==> config.mk <==
export PLATFORM = sky130hd
export DESIGN_NAME = truth_table_capture
export DESIGN_NICKNAME = d
export VERILOG_FILES = /design/src/rtl/truth_table_capture.sv
export SDC_FILE = /design/constraint.sdc
export NUM_CORES = 1
export LEC_CHECK = 0
export CAP_MARGIN = 15
export CORE_MARGIN = 1.5
export CORE_UTILIZATION = 38
export CTS_CLUSTER_DIAMETER = 200
export CTS_CLUSTER_SIZE = 14
export DETAILED_ROUTE_END_ITERATION = 16
export HOLD_SLACK_MARGIN = 0.15
export PLACE_DENSITY = 0.66
export SLEW_MARGIN = 10
export SYNTH_ARGS = -nofsm -noshare
export SYNTH_HDL_FRONTEND = slang
export SYNTH_SLANG_ARGS = --single-unit
==> constraint.sdc <==
create_clock -name clk -period 2.4 [get_ports clk]
set_input_delay 0.48 -clock clk [delete_from_list [all_inputs] [get_ports clk]]
set_output_delay 0.48 -clock clk [all_outputs]
set_load 0.03 [all_outputs]
==> src/rtl/truth_table_capture.sv <==
// truth_table_capture: observes (in_vec, in_f) samples from a function under
// test and rebuilds its truth table as a minterm mask, tracking coverage and
// comparing the finished table against exp_mask.
// Optional feature: define TT_CONFLICT_EN to flag contradictory samples
// (sticky conflict, first conflicting index, first-recorded value wins).
// Without it, a contradictory sample overwrites the entry (last wins).
module truth_table_capture #(
    parameter  int N_IN = 4,
    localparam int TT_W = 2**N_IN
) (
    input  logic            clk,
    input  logic            rst_n,
    input  logic            start,
    input  logic            in_valid,
    input  logic [N_IN-1:0] in_vec,
    input  logic            in_f,
    input  logic [TT_W-1:0] exp_mask,
    output logic            busy,
    output logic            done,
    output logic [TT_W-1:0] minterms,
    output logic [TT_W-1:0] seen,
    output logic [N_IN:0]   seen_cnt,
    output logic            match,
    output logic            conflict,
    output logic [N_IN-1:0] conflict_idx
);

    typedef enum logic [1:0] {
        IDLE,
        CAPTURE,
        DONE
    } state_t;

    state_t          state;
    logic [TT_W-1:0] hit;
    logic            is_new;
    logic            is_conf;
    logic [TT_W-1:0] seen_upd;
    logic [TT_W-1:0] min_upd;

    // Decode the incoming sample against the table recorded so far
    always_comb begin
        hit         = '0;
        hit[in_vec] = 1'b1;
        is_new      = ~seen[in_vec];
        is_conf     = seen[in_vec] && (minterms[in_vec] != in_f);
        seen_upd    = seen | hit;
`ifdef TT_CONFLICT_EN
        // first recorded value is kept; only new indices are written
        if (is_new)
            min_upd = in_f ? (minterms | hit) : (minterms & ~hit);
        else
            min_upd = minterms;
`else
        // unrecorded entries are already 0, so writing unconditionally
        // covers both new samples and last-wins overwrites
        min_upd = in_f ? (minterms | hit) : (minterms & ~hit);
`endif
    end

    // Capture state machine with registered outputs
    always_ff @(posedge clk or negedge rst_n) begin
        if (!rst_n) begin
            state    <= IDLE;
            busy     <= 1'b0;
            done     <= 1'b0;
            match    <= 1'b0;
            minterms <= '0;
            seen     <= '0;
            seen_cnt <= '0;
        end else if (start) begin
            state    <= CAPTURE;
            busy     <= 1'b1;
            done     <= 1'b0;
            match    <= 1'b0;
            minterms <= '0;
            seen     <= '0;
            seen_cnt <= '0;
        end else begin
            case (state)
                CAPTURE: begin
                    if (in_valid) begin
                        seen     <= seen_upd;
                        minterms <= min_upd;
                        if (is_new)
                            seen_cnt <= seen_cnt + (N_IN+1)'(1);
                        if (&seen_upd) begin
                            state <= DONE;
                            busy  <= 1'b0;
                            done  <= 1'b1;
                            match <= (min_upd == exp_mask);
                        end
                    end
                end
                default: ;
            endcase
        end
    end

`ifdef TT_CONFLICT_EN
    // Sticky conflict flag; index of the first contradiction only
    always_ff @(posedge clk or negedge rst_n) begin
        if (!rst_n) begin
            conflict     <= 1'b0;
            conflict_idx <= '0;
        end else if (start) begin
            conflict     <= 1'b0;
            conflict_idx <= '0;
        end else if (state == CAPTURE && in_valid && is_conf && !conflict) begin
            conflict     <= 1'b1;
            conflict_idx <= in_vec;
        end
    end
`else
    assign conflict     = 1'b0;
    assign conflict_idx = '0;
`endif

endmodule

==> results.md <==
- Sequential cells were found to cover 35.1% of the synthesized design area.
- The first global-routing pass estimated 14700 um of wire.
- A synthesized cell averages 8.92 um^2.
- The number of standard-cell rows in the floorplan is 31.
- The maximum fanout along the worst path is 23.
- The per-cell via count in the routed design is 5.55.
- For this run, asynchronously set or reset flops after synthesis account for 100%.
- Across the routed clock network, the largest skew measured is 0.00557 ns.
- The most numerous cell type found on the critical path is sky130_fd_sc_hd__buf_12.
- The kind of cell with the highest combined delay on the critical path is simple AND/OR/NAND/NOR gates.
- The placed instances occupy a cell area of 0.00394 mm^2.
- Summing all multi-input logic gate instances after layout gives 0.00170 mm^2.
- The cell depth of the worst setup path is 9.
- During synthesis, Yosys emitted a total of 0 warnings.
- The final routed DRC violation total is 0.
- VDD sags by at most 0.186 mV.
- Setup repair after global routing left no endpoint under its margin.
- The number of global-route vias before repair is 2837.
- The number of buffers created by CTS is 5.
- The worst path required time is 2.60 ns.
- The count of cells along the worst hold path is 2.
- The overall overflow remaining after global route is 0.
- After synthesis, the netlist uses 57 different library cells.
- In the finished design, the share of the clock period the worst path needs comes to 97.6%.
- STA classifies the critical path endpoint as a flop.
- Sorting the synthesized cells by area gives the leading types as sky130_fd_sc_hd__dfrtp_1 35%, sky130_fd_sc_hd__mux2i_1 8.4%, sky130_fd_sc_hd__nor2_1 5.5%.
- The area enclosed by the die boundary is 0.00804 mm^2.
- In this run the cell area of the synthesized design comes to 0.00286 mm^2.
- The library cell occupying the most area in the post-synthesis netlist is sky130_fd_sc_hd__dfrtp_1.
- At the end of routability-driven placement, the weighted congestion stood at 0.946.
- The critical path goes through clkdlybuf4s15_2, buf_12, buf_12, and4bb_2, mux2i_1, a2bb2oi_1, nand3_1, or4_1, o31ai_1.
- Dividing total power by cell area gives a power density of 415 mW/mm^2.
- The cell at the slowest stage of the critical path is sky130_fd_sc_hd__or4_1.
- The die is 89.7 um tall.
- The flow ran to the end, and the final reports show no timing, DRC or antenna violations.
- The number of antenna violations at the first check in global routing came to 0.
- The number of antenna repair diodes is 0.
- The internal reg-to-reg setup slack is 0.26 ns.
- For this design the top-level I/O count stands at 70.
- The worst path arrival time is 2.55 ns.
- Power comes to 1.71 mW.
- The minimum period implied by the final worst setup slack is 2.34 ns.
- The worst setup path is launched from an input pin.
- The remaining antenna violation count after routing is 0.
- Counting both buffers and inverters, the worst setup path holds a total of 3.
- The clock tree synthesis step divided the H-tree into 2 levels.
- The type of the worst setup path is input pin to flop.
- In the synthesized netlist the dominant register cell turns out to be sky130_fd_sc_hd__dfrtp_1.
- Across every metal layer, demand over resource in global routing totals 24.3%.
- Fill cells in the final layout number 672.
- The maximum clock insertion buffer count is 2.
- Entering global routing, the biggest net connects 41 pins.
- Once layout is done, the placed cells without fillers occupy 0.00413 mm^2.
- Dividing the detail-routed wire length by the instance count gives 17.8 um.
- In this run, synthesis inferred 0 flip-flops with an integrated enable.
- The initial DRC count is 188.
- The worst hold path belongs to the class flop to flop.
- The library cell used as clock root buffer is sky130_fd_sc_hd__clkbuf_8.
- TritonCTS built the clock tree.
- In the final layout, flip-flops and latches occupy 0.00100 mm^2.
- For this run, the detailed router's first-pass iteration total came to 4.
- Clock-pin slew was measured on the worst setup and hold paths at 0.08 ns.
- The chip width is 89.7 um.
- The initial cell density of the core is 39.4%.
- The total of max-cap violations is 0.
- Summed over all cells, the static leakage comes to 1.76 nW.
- The final setup violation count is 0.
- For the worst-skew pair, the clock arrives at the later sink with an insertion delay of 0.30 ns.
- The number of failing hold endpoints at the final stage is 0.
- The stage delay of the slowest cell on the critical path is 0.51 ns.
- The final layout contains routed wiring with a total length of 9360 um.
- Of the cells placed in the final design, the portion with a size suffix greater than 1 is 19.2%.
- The depth of the worst register-to-register path is 6.
- Clock tree synthesis found a total of 40 sinks.
- The total of flip-flops plus latches after synthesis is 40.
- For this run, the top clock speed supported by timing is 427 MHz.
- The count of buffers inserted at the top-level ports is 64.
- The share of the core filled with cells in the final layout is 56.9%.
- Synthesis handed over a netlist of 320 instances.
- The wire-length estimate of the detail-placed layout is 7030 um.
- The count of pins over their slew limit is 0.
- The floorplan core area is 0.00725 mm^2.
- Summed over its instances, the top area cell type makes up 35.1% of the synthesized netlist area.
- From synthesis to final layout, the design area changed by 44.6%.
- The number of vias after detailed routing is 2919.
- The net count of the finished layout is 452.
[final timing paths]
check	startpoint	endpoint
worst max-delay path	in_vec[0]	match
worst min-delay path	match	match
worst max register to register	seen[14]	seen_cnt[3]
worst min register to register	match	match
max in group asynchronous	rst_n	seen[1]
min in group asynchronous	rst_n	minterms[9]
[synth_stat cells (2+ instances only)]
master,count
sky130_fd_sc_hd__dfrtp_1,40
sky130_fd_sc_hd__nor4b_1,2
sky130_fd_sc_hd__buf_4,9
sky130_fd_sc_hd__o21ai_0,9
sky130_fd_sc_hd__o2111ai_1,2
sky130_fd_sc_hd__o41ai_1,2
sky130_fd_sc_hd__clkbuf_1,13
sky130_fd_sc_hd__and3_1,2
sky130_fd_sc_hd__a31oi_1,3
sky130_fd_sc_hd__mux2i_1,24
sky130_fd_sc_hd__nor4_1,4
sky130_fd_sc_hd__nor2b_1,5
sky130_fd_sc_hd__buf_2,5
sky130_fd_sc_hd__o31ai_1,4
sky130_fd_sc_hd__nand2_1,28
sky130_fd_sc_hd__and4_1,2
sky130_fd_sc_hd__xnor2_1,8
sky130_fd_sc_hd__nand3b_1,8
sky130_fd_sc_hd__and4bb_2,3
sky130_fd_sc_hd__a21oi_1,24
sky130_fd_sc_hd__nor3_1,5
sky130_fd_sc_hd__nand4_1,5
sky130_fd_sc_hd__a21o_1,3
sky130_fd_sc_hd__mux4_2,2
sky130_fd_sc_hd__nand2b_1,4
sky130_fd_sc_hd__nand3_1,11
sky130_fd_sc_hd__nor2_1,42
sky130_fd_sc_hd__buf_6,2
sky130_fd_sc_hd__xor2_1,5
sky130_fd_sc_hd__and3b_1,4
sky130_fd_sc_hd__mux4_1,3
sky130_fd_sc_hd__inv_1,5
sky130_fd_sc_hd__a22o_1,2
sky130_fd_sc_hd__o32ai_1,2
sky130_fd_sc_hd__nor3b_1,5
sky130_fd_sc_hd__o22ai_1,2
[cells by family (layout without fill, tap and decap cells)]
family	after synthesis	in the layout	share of synthesized area, %
simple gates	139	139	26.9
compound gates	62	62	13.9
flops	40	40	35.1
buf+inv	34	137	6.40
mux	30	30	13.1
xor+xnor	13	13	3.99
fa+ha+maj	1	1	0.438
other cells	1	5	0.131
[layout by cell type, fill, tap and decap left out, types with 7 or more instances in the layout]
cell type,count
sky130_fd_sc_hd__dfrtp_1,40
sky130_fd_sc_hd__xnor2_1,8
sky130_fd_sc_hd__nand3_1,11
sky130_fd_sc_hd__nand3b_1,8
sky130_fd_sc_hd__nand2_1,28
sky130_fd_sc_hd__buf_4,53
sky130_fd_sc_hd__clkdlybuf4s50_1,59
sky130_fd_sc_hd__mux2i_1,24
sky130_fd_sc_hd__clkbuf_8,7
sky130_fd_sc_hd__nor2_1,42
sky130_fd_sc_hd__a21oi_1,24
sky130_fd_sc_hd__o21ai_0,9
[routing by layer]
metal | vias to the layer above | track usage [%] | part of all wire (%)
met4 | 0 | 8.67 | 1.6
met2 | 91 | 38.5 | 48
met1 | 1457 | 34.2 | 45
met5 | - | 0 | 0
li1 | 1360 | - | -
met3 | 11 | 3.20 | 5.4
[stage by stage]
step / instances / setup slack [ns] / TNS [ns] / hold WS (ns)
floorplan: 324 / 0.0691 / 0 / 0.184
global placement: 516 / -0.386 / -2.51 / 0.455
detailed placement: 516 / -0.423 / -2.82 / 0.458
CTS: 526 / 0.0382 / 0 / 0.529
global route: 526 / 0.000509 / 0 / 0.561
finish: 526 / 0.0586 / 0 / 0.529
[report_power, final]
part / internal, mW / leakage (nW) / total (mW) / switching, mW
Clock: 0.367 / 0.0645 / 0.619 / 0.252
Sequential: 0.686 / 0.550 / 0.702 / 0.0164
Combinational: 0.184 / 1.15 / 0.394 / 0.209
[sequential cells by signal (all words and copies together), names as in the netlist]
name	cells
minterms	16
seen	16
seen_cnt	5
done	1
match	1
state	1
[worst register-to-register path: cells and delay by family, from the launching register on]
| kind | cells | cell delay, ns |
|---|---|---|
| simple gates | 3 | 0.35 |
| xor+xnor | 1 | 0.16 |
| mux | 2 | 1.02 |
| flops | 1 | 0.48 |
[layout make-up]
type | instances | area share (%)
inverter | 5 | 0.455
clock inverter | 1 | 0.727
tap | 99 | 3.00
clock buffer | 7 | 2.33
multi-input combinational | 250 | 41.2
timing repair buffer | 124 | 28.0
sequential | 40 | 24.2
[repair_timing]
action                                  in CTS  in global routing
pin swaps                                    2                  3
gates resized for setup                     11                  0
hold buffers                                 1                  0
setup buffers                                0                  0
hold endpoints to repair                    19                  0
endpoints found under the setup margin       7                  1
gates cloned                                 1                  0
No activity file was read; power rests on OpenSTA's default activity.
